**config.mk**
```make
export PLATFORM = sky130hd
export DESIGN_NAME = csr_access_ctrl
export DESIGN_NICKNAME = d
export VERILOG_FILES = /design/src/rtl/csr_pkg.sv /design/src/rtl/csr_op_decode.sv /design/src/rtl/csr_access_ctrl.sv
export SDC_FILE = /design/constraint.sdc
export NUM_CORES = 1
export LEC_CHECK = 0
export ABC_AREA = 1
export CAP_MARGIN = 20
export CORE_MARGIN = 5
export CORE_UTILIZATION = 25
export CTS_BUF_LIST = sky130_fd_sc_hd__clkbuf_2 sky130_fd_sc_hd__clkbuf_4 sky130_fd_sc_hd__clkbuf_8
export CTS_CLUSTER_SIZE = 28
export DETAILED_ROUTE_END_ITERATION = 10
export GPL_ROUTABILITY_DRIVEN = 1
export MAX_ROUTING_LAYER = met4
export PLACE_DENSITY = 0.53
export SYNTH_ARGS = -nofsm -noshare
export SYNTH_HDL_FRONTEND = slang
export SYNTH_SLANG_ARGS = --single-unit
```
**constraint.sdc**
```tcl
create_clock -name clk -period 2.1 [get_ports clk]
set_clock_uncertainty 0.2 [all_clocks]
set_input_delay 0.315 -clock clk [delete_from_list [all_inputs] [get_ports clk]]
set_output_delay 0.315 -clock clk [all_outputs]
set_load 0.01 [all_outputs]
```
**src/rtl/csr_pkg.sv**
```systemverilog
// Shared definitions for the CSR access controller: FSM state codes, Zicsr funct3
// encodings, merge kinds and the default data/address widths.
package csr_pkg;

    localparam int XLEN_DEF   = 32;
    localparam int ADDR_W_DEF = 12;

    typedef logic [2:0] state_t;
    localparam state_t ST_IDLE   = 3'd0;
    localparam state_t ST_READ   = 3'd1;
    localparam state_t ST_CAPT   = 3'd2;
    localparam state_t ST_WRITE  = 3'd3;
    localparam state_t ST_TWRITE = 3'd4;
    localparam state_t ST_RESP   = 3'd5;

    localparam logic [2:0] CSR_OP_RW  = 3'b001;
    localparam logic [2:0] CSR_OP_RS  = 3'b010;
    localparam logic [2:0] CSR_OP_RC  = 3'b011;
    localparam logic [2:0] CSR_OP_RWI = 3'b101;
    localparam logic [2:0] CSR_OP_RSI = 3'b110;
    localparam logic [2:0] CSR_OP_RCI = 3'b111;

    // Top two address bits of a read-only CSR.
    localparam logic [1:0] CSR_RO_PREFIX = 2'b11;

    typedef enum logic [1:0] {
        MERGE_RW = 2'd0,
        MERGE_RS = 2'd1,
        MERGE_RC = 2'd2
    } merge_e;

endpackage

```
**src/rtl/csr_op_decode.sv**
```systemverilog
// Combinational decode of a Zicsr request into legality, read/write need and merge kind.
// Optional macro: CSR_PRIV_CHECK_EN adds the privilege-level check.
module csr_op_decode
    import csr_pkg::*;
(
    input  logic [2:0] op,
    input  logic [1:0] addr_ro_bits,
`ifdef CSR_PRIV_CHECK_EN
    input  logic [1:0] addr_priv_bits,
    input  logic [1:0] cur_priv,
`endif
    input  logic       rd_zero,
    input  logic       rs1_zero,
    output logic       illegal,
    output logic       do_read,
    output logic       do_write,
    output merge_e     merge
);

    logic bad_op_s;
    logic wr_raw_s;
    logic rd_raw_s;
    logic priv_bad_s;

    // Classify the op, then gate read/write on overall legality.
    always_comb begin
        bad_op_s = 1'b0;
        merge    = MERGE_RW;
        case (op)
            CSR_OP_RW, CSR_OP_RWI: merge = MERGE_RW;
            CSR_OP_RS, CSR_OP_RSI: merge = MERGE_RS;
            CSR_OP_RC, CSR_OP_RCI: merge = MERGE_RC;
            default:               bad_op_s = 1'b1;
        endcase
`ifdef CSR_PRIV_CHECK_EN
        priv_bad_s = (addr_priv_bits > cur_priv);
`else
        priv_bad_s = 1'b0;
`endif
        // A set/clear with a zero source never writes, so it may target a read-only CSR.
        wr_raw_s = (merge == MERGE_RW) | ~rs1_zero;
        rd_raw_s = ~((merge == MERGE_RW) & rd_zero);
        illegal  = bad_op_s | priv_bad_s | (wr_raw_s & (addr_ro_bits == CSR_RO_PREFIX));
        do_read  = ~illegal & rd_raw_s;
        do_write = ~illegal & wr_raw_s;
    end

endmodule

```
**src/rtl/csr_access_ctrl.sv**
```systemverilog
// Sequences Zicsr read/merge/write accesses on the single csrfile port and arbitrates
// it with trap-unit writes. Optional macro: CSR_PRIV_CHECK_EN (adds cur_priv input).
module csr_access_ctrl
    import csr_pkg::*;
#(
    parameter int XLEN   = XLEN_DEF,
    parameter int ADDR_W = ADDR_W_DEF
) (
    input  logic              clk,
    input  logic              rst_n,
    input  logic              req_valid,
    output logic              req_ready,
    input  logic [2:0]        req_op,
    input  logic [ADDR_W-1:0] req_addr,
    input  logic [XLEN-1:0]   req_wdata,
    input  logic              req_rd_zero,
    input  logic              req_rs1_zero,
`ifdef CSR_PRIV_CHECK_EN
    input  logic [1:0]        cur_priv,
`endif
    output logic              resp_valid,
    output logic [XLEN-1:0]   resp_rdata,
    output logic              resp_illegal,
    input  logic              trap_req,
    input  logic [ADDR_W-1:0] trap_addr,
    input  logic [XLEN-1:0]   trap_wdata,
    output logic              trap_ack,
    output logic              csr_en,
    output logic              csr_read_en,
    output logic              csr_write_en,
    output logic [ADDR_W-1:0] csr_rsd,
    output logic [XLEN-1:0]   csr_wdata,
    input  logic [XLEN-1:0]   csr_rdata
);

    function automatic logic [XLEN-1:0] merge_value(input merge_e kind,
                                                    input logic [XLEN-1:0] old_v,
                                                    input logic [XLEN-1:0] src_v);
        logic [XLEN-1:0] res;
        case (kind)
            MERGE_RS: res = old_v | src_v;
            MERGE_RC: res = old_v & ~src_v;
            default:  res = src_v;
        endcase
        return res;
    endfunction

    state_t            state_q, state_d;
    merge_e            merge_q, merge_d;
    logic [ADDR_W-1:0] addr_q, addr_d;
    logic [XLEN-1:0]   wdata_q, wdata_d;
    logic              do_write_q, do_write_d;
    logic [XLEN-1:0]   old_q, old_d;
    logic              alive_q;

    logic              csr_en_q, csr_en_d;
    logic              csr_read_en_q, csr_read_en_d;
    logic              csr_write_en_q, csr_write_en_d;
    logic [ADDR_W-1:0] csr_rsd_q, csr_rsd_d;
    logic [XLEN-1:0]   csr_wdata_q, csr_wdata_d;
    logic              resp_valid_q, resp_valid_d;
    logic [XLEN-1:0]   resp_rdata_q, resp_rdata_d;
    logic              resp_illegal_q, resp_illegal_d;
    logic              trap_ack_q, trap_ack_d;

    logic   dec_illegal_s;
    logic   dec_do_read_s;
    logic   dec_do_write_s;
    merge_e dec_merge_s;

    csr_op_decode u_decode (
        .op             (req_op),
        .addr_ro_bits   (req_addr[ADDR_W-1 -: 2]),
`ifdef CSR_PRIV_CHECK_EN
        .addr_priv_bits (req_addr[ADDR_W-3 -: 2]),
        .cur_priv       (cur_priv),
`endif
        .rd_zero        (req_rd_zero),
        .rs1_zero       (req_rs1_zero),
        .illegal        (dec_illegal_s),
        .do_read        (dec_do_read_s),
        .do_write       (dec_do_write_s),
        .merge          (dec_merge_s)
    );

    // req_ready stays low until the first clock after reset release.
    assign req_ready = alive_q & (state_q == ST_IDLE) & ~trap_req;

    // Next-state logic; csrfile and response outputs are computed for the state being entered.
    always_comb begin
        state_d        = state_q;
        merge_d        = merge_q;
        addr_d         = addr_q;
        wdata_d        = wdata_q;
        do_write_d     = do_write_q;
        old_d          = old_q;
        csr_en_d       = 1'b0;
        csr_read_en_d  = 1'b0;
        csr_write_en_d = 1'b0;
        csr_rsd_d      = {ADDR_W{1'b0}};
        csr_wdata_d    = {XLEN{1'b0}};
        resp_valid_d   = 1'b0;
        resp_rdata_d   = {XLEN{1'b0}};
        resp_illegal_d = 1'b0;
        trap_ack_d     = 1'b0;
        case (state_q)
            ST_IDLE: begin
                if (trap_req) begin
                    state_d        = ST_TWRITE;
                    csr_en_d       = 1'b1;
                    csr_write_en_d = 1'b1;
                    csr_rsd_d      = trap_addr;
                    csr_wdata_d    = trap_wdata;
                    trap_ack_d     = 1'b1;
                end else if (req_valid && alive_q) begin
                    merge_d    = dec_merge_s;
                    addr_d     = req_addr;
                    wdata_d    = req_wdata;
                    do_write_d = dec_do_write_s;
                    old_d      = {XLEN{1'b0}};
                    if (dec_illegal_s) begin
                        state_d        = ST_RESP;
                        resp_valid_d   = 1'b1;
                        resp_illegal_d = 1'b1;
                    end else if (!dec_do_read_s) begin
                        state_d        = ST_WRITE;
                        csr_en_d       = 1'b1;
                        csr_write_en_d = 1'b1;
                        csr_rsd_d      = req_addr;
                        csr_wdata_d    = req_wdata;
                    end else begin
                        state_d       = ST_READ;
                        csr_en_d      = 1'b1;
                        csr_read_en_d = 1'b1;
                        csr_rsd_d     = req_addr;
                    end
                end else begin
                    state_d = ST_IDLE;
                end
            end
            ST_READ: state_d = ST_CAPT;
            ST_CAPT: begin
                old_d = csr_rdata;
                if (do_write_q) begin
                    state_d        = ST_WRITE;
                    csr_en_d       = 1'b1;
                    csr_write_en_d = 1'b1;
                    csr_rsd_d      = addr_q;
                    csr_wdata_d    = merge_value(merge_q, csr_rdata, wdata_q);
                end else begin
                    state_d      = ST_RESP;
                    resp_valid_d = 1'b1;
                    resp_rdata_d = csr_rdata;
                end
            end
            ST_WRITE: begin
                state_d      = ST_RESP;
                resp_valid_d = 1'b1;
                resp_rdata_d = old_q;
            end
            ST_TWRITE: state_d = ST_IDLE;
            ST_RESP:   state_d = ST_IDLE;
            default:   state_d = ST_IDLE;
        endcase
    end

    // State, request context and registered outputs.
    always_ff @(posedge clk or negedge rst_n) begin
        if (!rst_n) begin
            state_q        <= ST_IDLE;
            merge_q        <= MERGE_RW;
            addr_q         <= {ADDR_W{1'b0}};
            wdata_q        <= {XLEN{1'b0}};
            do_write_q     <= 1'b0;
            old_q          <= {XLEN{1'b0}};
            alive_q        <= 1'b0;
            csr_en_q       <= 1'b0;
            csr_read_en_q  <= 1'b0;
            csr_write_en_q <= 1'b0;
            csr_rsd_q      <= {ADDR_W{1'b0}};
            csr_wdata_q    <= {XLEN{1'b0}};
            resp_valid_q   <= 1'b0;
            resp_rdata_q   <= {XLEN{1'b0}};
            resp_illegal_q <= 1'b0;
            trap_ack_q     <= 1'b0;
        end else begin
            state_q        <= state_d;
            merge_q        <= merge_d;
            addr_q         <= addr_d;
            wdata_q        <= wdata_d;
            do_write_q     <= do_write_d;
            old_q          <= old_d;
            alive_q        <= 1'b1;
            csr_en_q       <= csr_en_d;
            csr_read_en_q  <= csr_read_en_d;
            csr_write_en_q <= csr_write_en_d;
            csr_rsd_q      <= csr_rsd_d;
            csr_wdata_q    <= csr_wdata_d;
            resp_valid_q   <= resp_valid_d;
            resp_rdata_q   <= resp_rdata_d;
            resp_illegal_q <= resp_illegal_d;
            trap_ack_q     <= trap_ack_d;
        end
    end

    assign csr_en       = csr_en_q;
    assign csr_read_en  = csr_read_en_q;
    assign csr_write_en = csr_write_en_q;
    assign csr_rsd      = csr_rsd_q;
    assign csr_wdata    = csr_wdata_q;
    assign resp_valid   = resp_valid_q;
    assign resp_rdata   = resp_rdata_q;
    assign resp_illegal = resp_illegal_q;
    assign trap_ack     = trap_ack_q;

endmodule
```
Word level (Yosys, flattened, before mapping)
Index checks and enable logic that the tools add are counted.
{"block": "classes", "n_eq_ne": 14, "muxes": 48, "bitwise": 15, "reduce_logical": 9}
{"cell": "$mux 32", "count": 8}
{"cell": "$pmux 32 s2", "count": 4}
{"cell": "$mux 12", "count": 4}
{"cell": "$and 32x32->32", "count": 1}
{"cell": "$not 32->32", "count": 1}
{"cell": "$or 32x32->32", "count": 1}
{"cell": "$pmux 12 s2", "count": 1}
{"cell": "$mux 1", "count": 21}
{"cell": "$eq 3x2->1 const B", "count": 4}
{"cell": "$mux 3", "count": 4}
{"cell": "$pmux 3 s4", "count": 1}
{"cell": "$eq 3x3->1 const B", "count": 3}
{"cell": "$and 1x1->1", "count": 6}
{"cell": "$eq 3x1->1 const B", "count": 2}
{"cell": "$reduce_and 3->1", "count": 2}
{"cell": "$reduce_or 6->1", "count": 1}
{"cell": "$eq 2x2->1 const B", "count": 2}
{"cell": "$not 1->1", "count": 4}
{"cell": "$pmux 1 s2", "count": 2}
{"cell": "$pmux 2 s2", "count": 1}
{"cell": "$reduce_or 2->1", "count": 2}
{"cell": "$logic_not 3->1", "count": 1}
{"cell": "$pmux 1 s3", "count": 1}
{"cell": "$eq 2x1->1 const B", "count": 1}
{"cell": "other kinds (7)", "count": 8}
{"block": "word_totals", "reg_bits": 165, "input_bits": 129, "out_inout_bits": 83, "wordCells": 102}

Depth between registers and ports, before layout
Gate-level depths: netlist of the first run.
{"block": "logic_depth", "depth_word": 14, "depth_mapped": 10}

Cells and area by module
From an unflattened synthesis of the first run, not the netlist that was laid out.
{"block": "unflattened", "hier_cells": 895, "hier_area_um2": 7508.5}
{"mod": "csr_access_ctrl", "n_inst": 1, "cells_per_inst": 880, "area_each_um2": 7447.1, "seq_area_each_um2": 4129.0}
{"mod": "csr_op_decode", "n_inst": 1, "cells_per_inst": 15, "area_each_um2": 61.3, "seq_area_each_um2": 0.0}

Least setup slack after synthesis of the first run
No wires, ideal clock.
{"block": "synth_path", "path_type": "register to register", "startpoint": "register merge_q[0]", "endpoint": "register csr_wdata_q[0], in the netlist csr_wdata[0]", "setup_time_ns": 0.118, "t_arrival_ns": 1.430, "slack_ns": 0.352, "path_stages_with_launch": 11, "n_path_buf": 2, "cell_sequence": "dfrtp_1 inv_1 ha_1 buf_2 nor2_1 buf_2 o21ai_0 nand2_1 nor2_1 nor2_1 nand2_1"}
{"block": "synth_between", "elab_chain_len": 4, "word_cells_on_any_way": 5}
{"item": "from (decl)", "line": "csr_access_ctrl.sv:49", "rtl": "merge_e merge_q, merge_d;"}
{"item": "from (signal assigned)", "line": "csr_access_ctrl.sv:188", "rtl": "merge_q <= merge_d;"}
{"item": "$eq 2x2->1 / $eq 2x1->1 (equally long branches)", "line": "csr_access_ctrl.sv:40", "rtl": "case (kind)"}
{"item": "$pmux 32 s2 (*)", "line": "csr_access_ctrl.sv:40"}
{"item": "$mux 32 (*)", "line": "csr_access_ctrl.sv:144", "rtl": "if (do_write_q) begin"}
{"item": "$pmux 32 s2 (*)", "line": "csr_access_ctrl.sv:106", "rtl": "case (state_q)"}
{"item": "via csr_wdata_d[0]", "line": "csr_access_ctrl.sv:60", "rtl": "logic [XLEN-1:0] csr_wdata_q, csr_wdata_d;"}
{"item": "to (signal assigned)", "line": "csr_access_ctrl.sv:181", "rtl": "csr_wdata_q <= {XLEN{1'b0}};"}
{"item": "to (signal assigned)", "line": "csr_access_ctrl.sv:198", "rtl": "csr_wdata_q <= csr_wdata_d;"}
{"item": "to (decl)", "line": "csr_access_ctrl.sv:60"}
The timed path passes the listed nets; every way through them passes the cells marked *.
A chain may end at the register's enable or synchronous reset.

Final worst setup path of the first run
{"block": "layout_path", "startpoint": "register state_q[2]", "endpoint": "register old_q[29]"}
{"block": "layout_between", "elab_chain_len": 3, "word_cells_on_any_way": 7}
{"item": "from (decl)", "line": "csr_access_ctrl.sv:48", "rtl": "state_t state_q, state_d;"}
{"item": "from (signal assigned)", "line": "csr_access_ctrl.sv:187", "rtl": "state_q <= state_d;"}
{"item": "$logic_not 3->1 / $eq 3x2->1 (equally long branches)", "line": "csr_access_ctrl.sv:106"}
{"item": "$ne 2x1->1 (no source line), or another cell as far along"}
{"item": "$reduce_and 3->1 (no source line)"}
{"item": "to (signal assigned)", "line": "csr_access_ctrl.sv:175", "rtl": "old_q <= {XLEN{1'b0}};"}
{"item": "to (signal assigned)", "line": "csr_access_ctrl.sv:192", "rtl": "old_q <= old_d;"}
{"item": "to (decl)", "line": "csr_access_ctrl.sv:53", "rtl": "logic [XLEN-1:0] old_q, old_d;"}
Several ways; a longest one is shown, not always the timed one.

==> results of run 1 <==
==> critical path: cells and delay by family (launching register included) <==
family                 cells  cell delay [ns]
buffers and inverters      2             0.29
DFF                        1             0.42
and+or+nand+nor            5             0.61
AOI/OAI and AO/OA          1             0.40
==> area by class of cell <==
class | instances | share of cell area
clock inverter | 15 | 0.01498
tap | 390 | 0.04566
clock buffer | 17 | 0.02189
timing repair buffer | 250 | 0.2355
antenna | 2 | 0.0004683
inverter | 83 | 0.02985
multi-input combinational | 647 | 0.2653
sequential | 165 | 0.3863
==> synthesized netlist by cell type <==
master    instances  area [um2]
inv_1            78       292.8
buf_6             7       78.83
nand3_1          62       310.3
nand2_2           2       12.51
or2_2             1       6.260
nand2_4           3       33.78
nor2_4            3       33.78
conb_1            1       3.750
dfrtp_1         165        4129
nor3b_1           1       7.510
buf_2            18       90.09
inv_4             2       12.51
o21ai_0          66       330.3
inv_2             3       11.26
buf_4             8       60.06
a21oi_1           1       5.000
nor2_8            1       20.02
o21ai_4           1       16.27
nor2_1          102       382.9
ha_1              2       25.02
o21ai_1           3       15.01
o21bai_1         32       240.2
clkbuf_1         14       52.55
nand2_1         364        1366
nand3_2           1       10.01
==> layer usage <==
layer	global-route usage	part of all wire	up-vias
met5	-	0	-
met4	0.03993	0.016	0
met3	0.04017	0.071	20
met2	0.2287	0.44	226
met1	0.2087	0.47	3117
li1	-	-	3349
==> power groups by stage <==
stage	clock network, mW	registers, mW	logic, mW
2_1_floorplan	0	5.12	2.66
3_3_place_gp	0	5.00	5.16
3_5_place_dp	0	5.00	5.21
4_1_cts	2.42	4.96	5.27
5_1_grt	2.55	5.11	5.82
6_report	2.32	4.96	5.22
==> path summary, 6_finish.rpt <==
kind / from / endpoint / slack, ns / depth (start not counted)
max in group asynchronous: rst_n / wdata_q[21] / 0.93 / 3
min in group clk: trap_addr[6] / csr_rsd[6] / 0.22 / 3
worst min-delay path: rst_n / resp_rdata[8] / 0.15 / 2
worst max-delay path: state_q[2] / old_q[29] / 0.1 / 8
worst min register to register: old_q[0] / old_q[0] / 0.28 / 2
worst max register to register: state_q[2] / old_q[29] / 0.1 / 8
==> sequential cells by signal, summed over array words and instances, names as in the netlist, 2 cells and up <==
register / count
csr_wdata: 32
old_q: 32
resp_rdata: 32
wdata_q: 32
addr_q: 12
csr_rsd: 12
state_q: 3
merge_q: 2
==> through the flow <==
step                total power, mW  hold slack (ns)    util
floorplan                     7.781          -0.1806       -
global placement              10.16          0.09448  0.3448
detailed placement            10.21          0.09568  0.3448
CTS                           12.65           0.1367  0.3592
global route                  13.49           0.1817  0.3596
finish                        12.50           0.1521  0.3596
==> logic make-up (layout without fill, tap and decap cells) <==
family | count (synthesis) | after routing | synth area share
simple gates | 540 | 540 | 0.2893
flops | 165 | 165 | 0.5472
buf+inv | 130 | 365 | 0.07926
compound gates | 103 | 104 | 0.08042
fa+ha+maj | 2 | 2 | 0.003316
other cells | 1 | 3 | 0.0004970
==> repair_timing <==
action,CTS,global route
setup endpoints to repair,1,34
hold endpoints to repair,124,0
cloned,0,1
gates resized for setup,3,4
setup buffers,3,0
hold buffers,1,0
pin swaps,2,2
==> impl_metrics.tcl, run 1 <==
set metrics [dict create \
    path_max_fanout 16 \
    cp-end-kind "flip-flop" \
    dr.pass1.iters 4 \
    nFillCells 3089 \
    synth_cell_types 25 \
    p_int_mw 7.565 \
    gp_congestion 0.8057 \
    setup_viol 0 \
    clock-sinks 165 \
    placed_area_mm2 0.01025 \
    clk_latency_ns 0.45 \
    synth_warnings 0 \
    die_w_um 183.7 \
    max_slew.worst_pin.slew_ns 0.9261 \
    crit_arrival_ns 2.20 \
    drc 0 \
    rows 63 \
    slowest_delay_ns 0.42 \
    synth_seq_cells 165 \
    dp_cells 1530 \
    rsz0062_at_grt "no" \
    min_period_ns 2.003 \
    syn_to_final_growth_pct 41.64 \
    wl_per_cell_um 16.16 \
    layout.nets 1295 \
    fin_crit_sh 0.9537 \
    status "finished clean" \
    ioPinCount 212 \
    cp_cell_sequence "nor2_4 -> nand2_4 -> inv_4 -> buf_4 -> nand2_4 -> o21ai_2 -> nand2_1 -> nand2_1" \
    crit_type "reg -> reg" \
    grt_use_total 0.1535 \
    tns_ns 0 \
    dp_hpwl_um 17360 \
    seqPwrFrac 0.396 \
    clkPwrFrac 0.186 \
    cts_made_buffers 17 \
    slew_headroom 0.3825 \
    grt_max_degree 46 \
    grt_pass1_wl_um 39360 \
    final_common_cell "nand2_1" \
    route.vias.total 6712 \
    cts_tree "done" \
    ff_latch_area_mm2 0.004129 \
    yosysSeqAreaShare 0.5472 \
    drv_cap 0 \
    ant_nets 0 \
    pwr-share-comb 0.418 \
    core_region_area_mm2 0.02972 \
    first_iter_violations 422 \
    synth_nets 1072 \
    drive_gt1_frac 0.07816 \
    instances_no_fill 1569 \
    hold_path_class "in -> async" \
    cellPowerDensity_mw_per_mm2 1170 \
    initial_core_util 0.2539 \
    leakagePower_nw 5.339 \
    h-tree-depth 4 \
    cp-start-kind "flip-flop" \
    hold_viol_final 0 \
    ir_drop_uv 479.5 \
    p_sw_mw 4.936 \
    final_cell_area_mm2 0.01069 \
    cts_buffer_depth 2 \
    cts_root_buf "clkbuf_8" \
    clk_pin_slew_worst_paths_ns 0.11 \
    layout_setup_ws_ns 0.09716 \
    synth_area_mm2 0.007546 \
    dpl_worst_slack_ns -0.1481 \
    die_h_um 183.7 \
    overflow 0 \
    slowest_stage "dfrtp_1" \
    antenna_found_initial 2 \
    p_sw_frac 0.3948 \
    finalMaxSlewViolations 0 \
    vias_per_cell 4.278 \
    timing.fmax_mhz 499.3 \
    multi_input_area_mm2 0.002835 \
    io_buffer_count 210 \
    wirelength_um 25360 \
    synthCells 941 \
    final_cell_mix "nand2_1, clkdlybuf4s50_1, dfrtp_1" \
    avgSynthCellArea_um2 8.019 \
    dieArea_mm2 0.03376 \
    first_global_vias 6964 \
    cp.required_ns 2.30 \
]
No activity file was read; power rests on OpenSTA's default activity.
==> inputs of run 2 (changes only) <==
--- a/config.mk
+++ b/config.mk
@@ -15,6 +15,7 @@
 export GPL_ROUTABILITY_DRIVEN = 1
 export MAX_ROUTING_LAYER = met4
 export PLACE_DENSITY = 0.53
+export SETUP_SLACK_MARGIN = 0.4
 export SYNTH_ARGS = -nofsm -noshare
 export SYNTH_HDL_FRONTEND = slang
 export SYNTH_SLANG_ARGS = --single-unit
==> run 2 against run 1 <==
Net effect:
- global-route usage rose by 1.8 points
- combinational power rose by 42%
- register-to-register slack improved by 0.13 ns
- non-clock buffer count rose by 47
- final cell count rose by 3.0%
- sequential share of layout area fell by 3.6 points
- maximum frequency rose by 4.9%
==> impl_metrics.tcl, run 2 (synthesis gave the netlist of run 1 again) <==
set metrics [dict create \
    core_region_area_mm2 0.02972 \
    finalMaxSlewViolations 0 \
    overflow 0 \
    max_slew.worst_pin.slew_ns 0.5247 \
    dr.pass1.iters 4 \
    die_h_um 183.7 \
    dieArea_mm2 0.03376 \
    vias_per_cell 4.365 \
    grt_pass1_wl_um 43100 \
    grt_use_total 0.1715 \
    dp_hpwl_um 17540 \
    instances_no_fill 1616 \
    crit-reg2reg-launch "state_q[2]" \
    first_global_vias 7338 \
    route.vias.total 7054 \
    cts_root_buf "clkbuf_8" \
    cts_buffer_depth 2 \
    clk_latency_ns 0.46 \
    status "finished clean" \
    drive_gt1_frac 0.1528 \
    slew_headroom 0.6498 \
    crit_path_end "req_ready" \
    cp.required_ns 1.58 \
    layout.nets 1342 \
    min_period_ns 1.909 \
    ir_drop_uv 553.3 \
    grt_max_degree 47 \
    antenna_found_initial 2 \
    cellPowerDensity_mw_per_mm2 1278 \
    ant_nets 0 \
    final_cell_mix "nand2_1, dfrtp_1, clkdlybuf4s50_1" \
    syn_to_final_growth_pct 56.31 \
    cts_tree "done" \
    h-tree-depth 4 \
    rsz0062_at_grt "yes" \
    gp_congestion 0.7876 \
    io_buffer_count 210 \
    cts_made_buffers 17 \
    crit_type "reg -> out" \
    setup.worst_path.start "state_q[2]" \
    ioPinCount 212 \
    hold_path_class "in -> async" \
    path_max_fanout 2 \
    die_w_um 183.7 \
    clock-sinks 165 \
    rr_endpoint "wdata_q[12]" \
    drc 0 \
    fin_crit_sh 0.9092 \
    timing.fmax_mhz 523.7 \
    post-route-util 0.3969 \
    crit_arrival_ns 1.39 \
    clk_pin_slew_worst_paths_ns 0.11 \
    reg2reg_slack_ns 0.23 \
    worst_r2r_path_depth 11 \
    final_common_cell "nand2_1" \
    cp-start-kind "flip-flop" \
    setup_viol 0 \
    leakagePower_nw 6.065 \
    initial_core_util 0.2539 \
    hold_viol_final 0 \
    dp_cells 1531 \
    wirelength_um 28900 \
    first_iter_violations 458 \
    drv_cap 0 \
    rows 63 \
    cp-end-kind "primary output" \
    power_mw 15.08 \
    wl_per_cell_um 17.88 \
]
==> run 2: cell types whose count changed in the layout (fill, tap and decap cells not counted), moves of 12 or more <==
cell             previous run  this run
dlygate4sd2_1               0        57
buf_6                       2        19
clkdlybuf4s15_1             0        24
o21ai_2                     1        32
o21ai_0                    66        22
buf_16                      0        14
o21ai_1                     3        15
clkdlybuf4s50_1           208       126
==> run 2: area by class of cell <==
cell class | count | area (um2)
clock inverters | 14 | 185.2
flip-flops and latches | 165 | 4129
inverters | 83 | 341.6
repair buffers | 297 | 3361
multi-input cells | 647 | 3044
well taps | 390 | 488.0
clock buffers | 18 | 241.5
fillers | 3011 | 17920
diodes | 2 | 5.005
==> run 2: metal layers <==
layer | routed length (um) | global-route usage
met5 | 0 | -
met4 | 325 | 0.03253
met3 | 1948 | 0.04333
met2 | 13380 | 0.2703
met1 | 13250 | 0.2267
==> run 2: worst max-delay path: stages (launching register included) <==
cell and delay (ns):
dfrtp_1 0.42, nor2_4 0.14, nand2_4 0.07, inv_4 0.05, nand2_1 0.04, nor2_1 0.08, buf_2 0.13
==> run 2: how the worst min path moves through the flow <==
stage                from            end  slack, ns  cells past startpoint
global route        rst_n  resp_rdata[6]       0.19                      2
detailed placement  rst_n  resp_rdata[6]       0.10                      1
floorplan           rst_n      addr_q[0]      -0.18                      0
finish              rst_n  resp_rdata[6]       0.16                      2
global placement    rst_n  resp_rdata[6]       0.10                      1
CTS                 rst_n  resp_rdata[6]       0.17                      2
==> run 2: per-stage QoR <==
step / setup slack (ns) / cell area [um2] / TNS (ns) / hold WS, ns
CTS: 0.1204 / 11420 / 0 / 0.1681
detailed placement: -0.1592 / 10250 / -5.563 / 0.1030
finish: 0.1906 / 11800 / 0 / 0.1605
global route: 0.1054 / 11800 / 0 / 0.1875
floorplan: 0.4036 / 7548 / 0 / -0.1806
global placement: -0.1298 / 10250 / -4.600 / 0.1018
==> run 2: power by group <==
| group | internal, mW | leakage (nW) | switching (mW) |
|---|---|---|---|
| registers | 4.36 | 2.17 | 0.694 |
| clock network | 1.22 | 0.207 | 1.37 |
| logic | 3.65 | 3.68 | 3.77 |
| total | 9.24 | 6.06 | 5.84 |
==> run 2: timing repair <==
item                                   in CTS  in global routing
gates resized for setup                   180                 87
pin swaps                                  91                 85
endpoints found under the hold margin      77                  0
hold buffers                                1                  0
buffers inserted                           23                  8
setup endpoints to repair                 230                184
cloned                                     14                  5
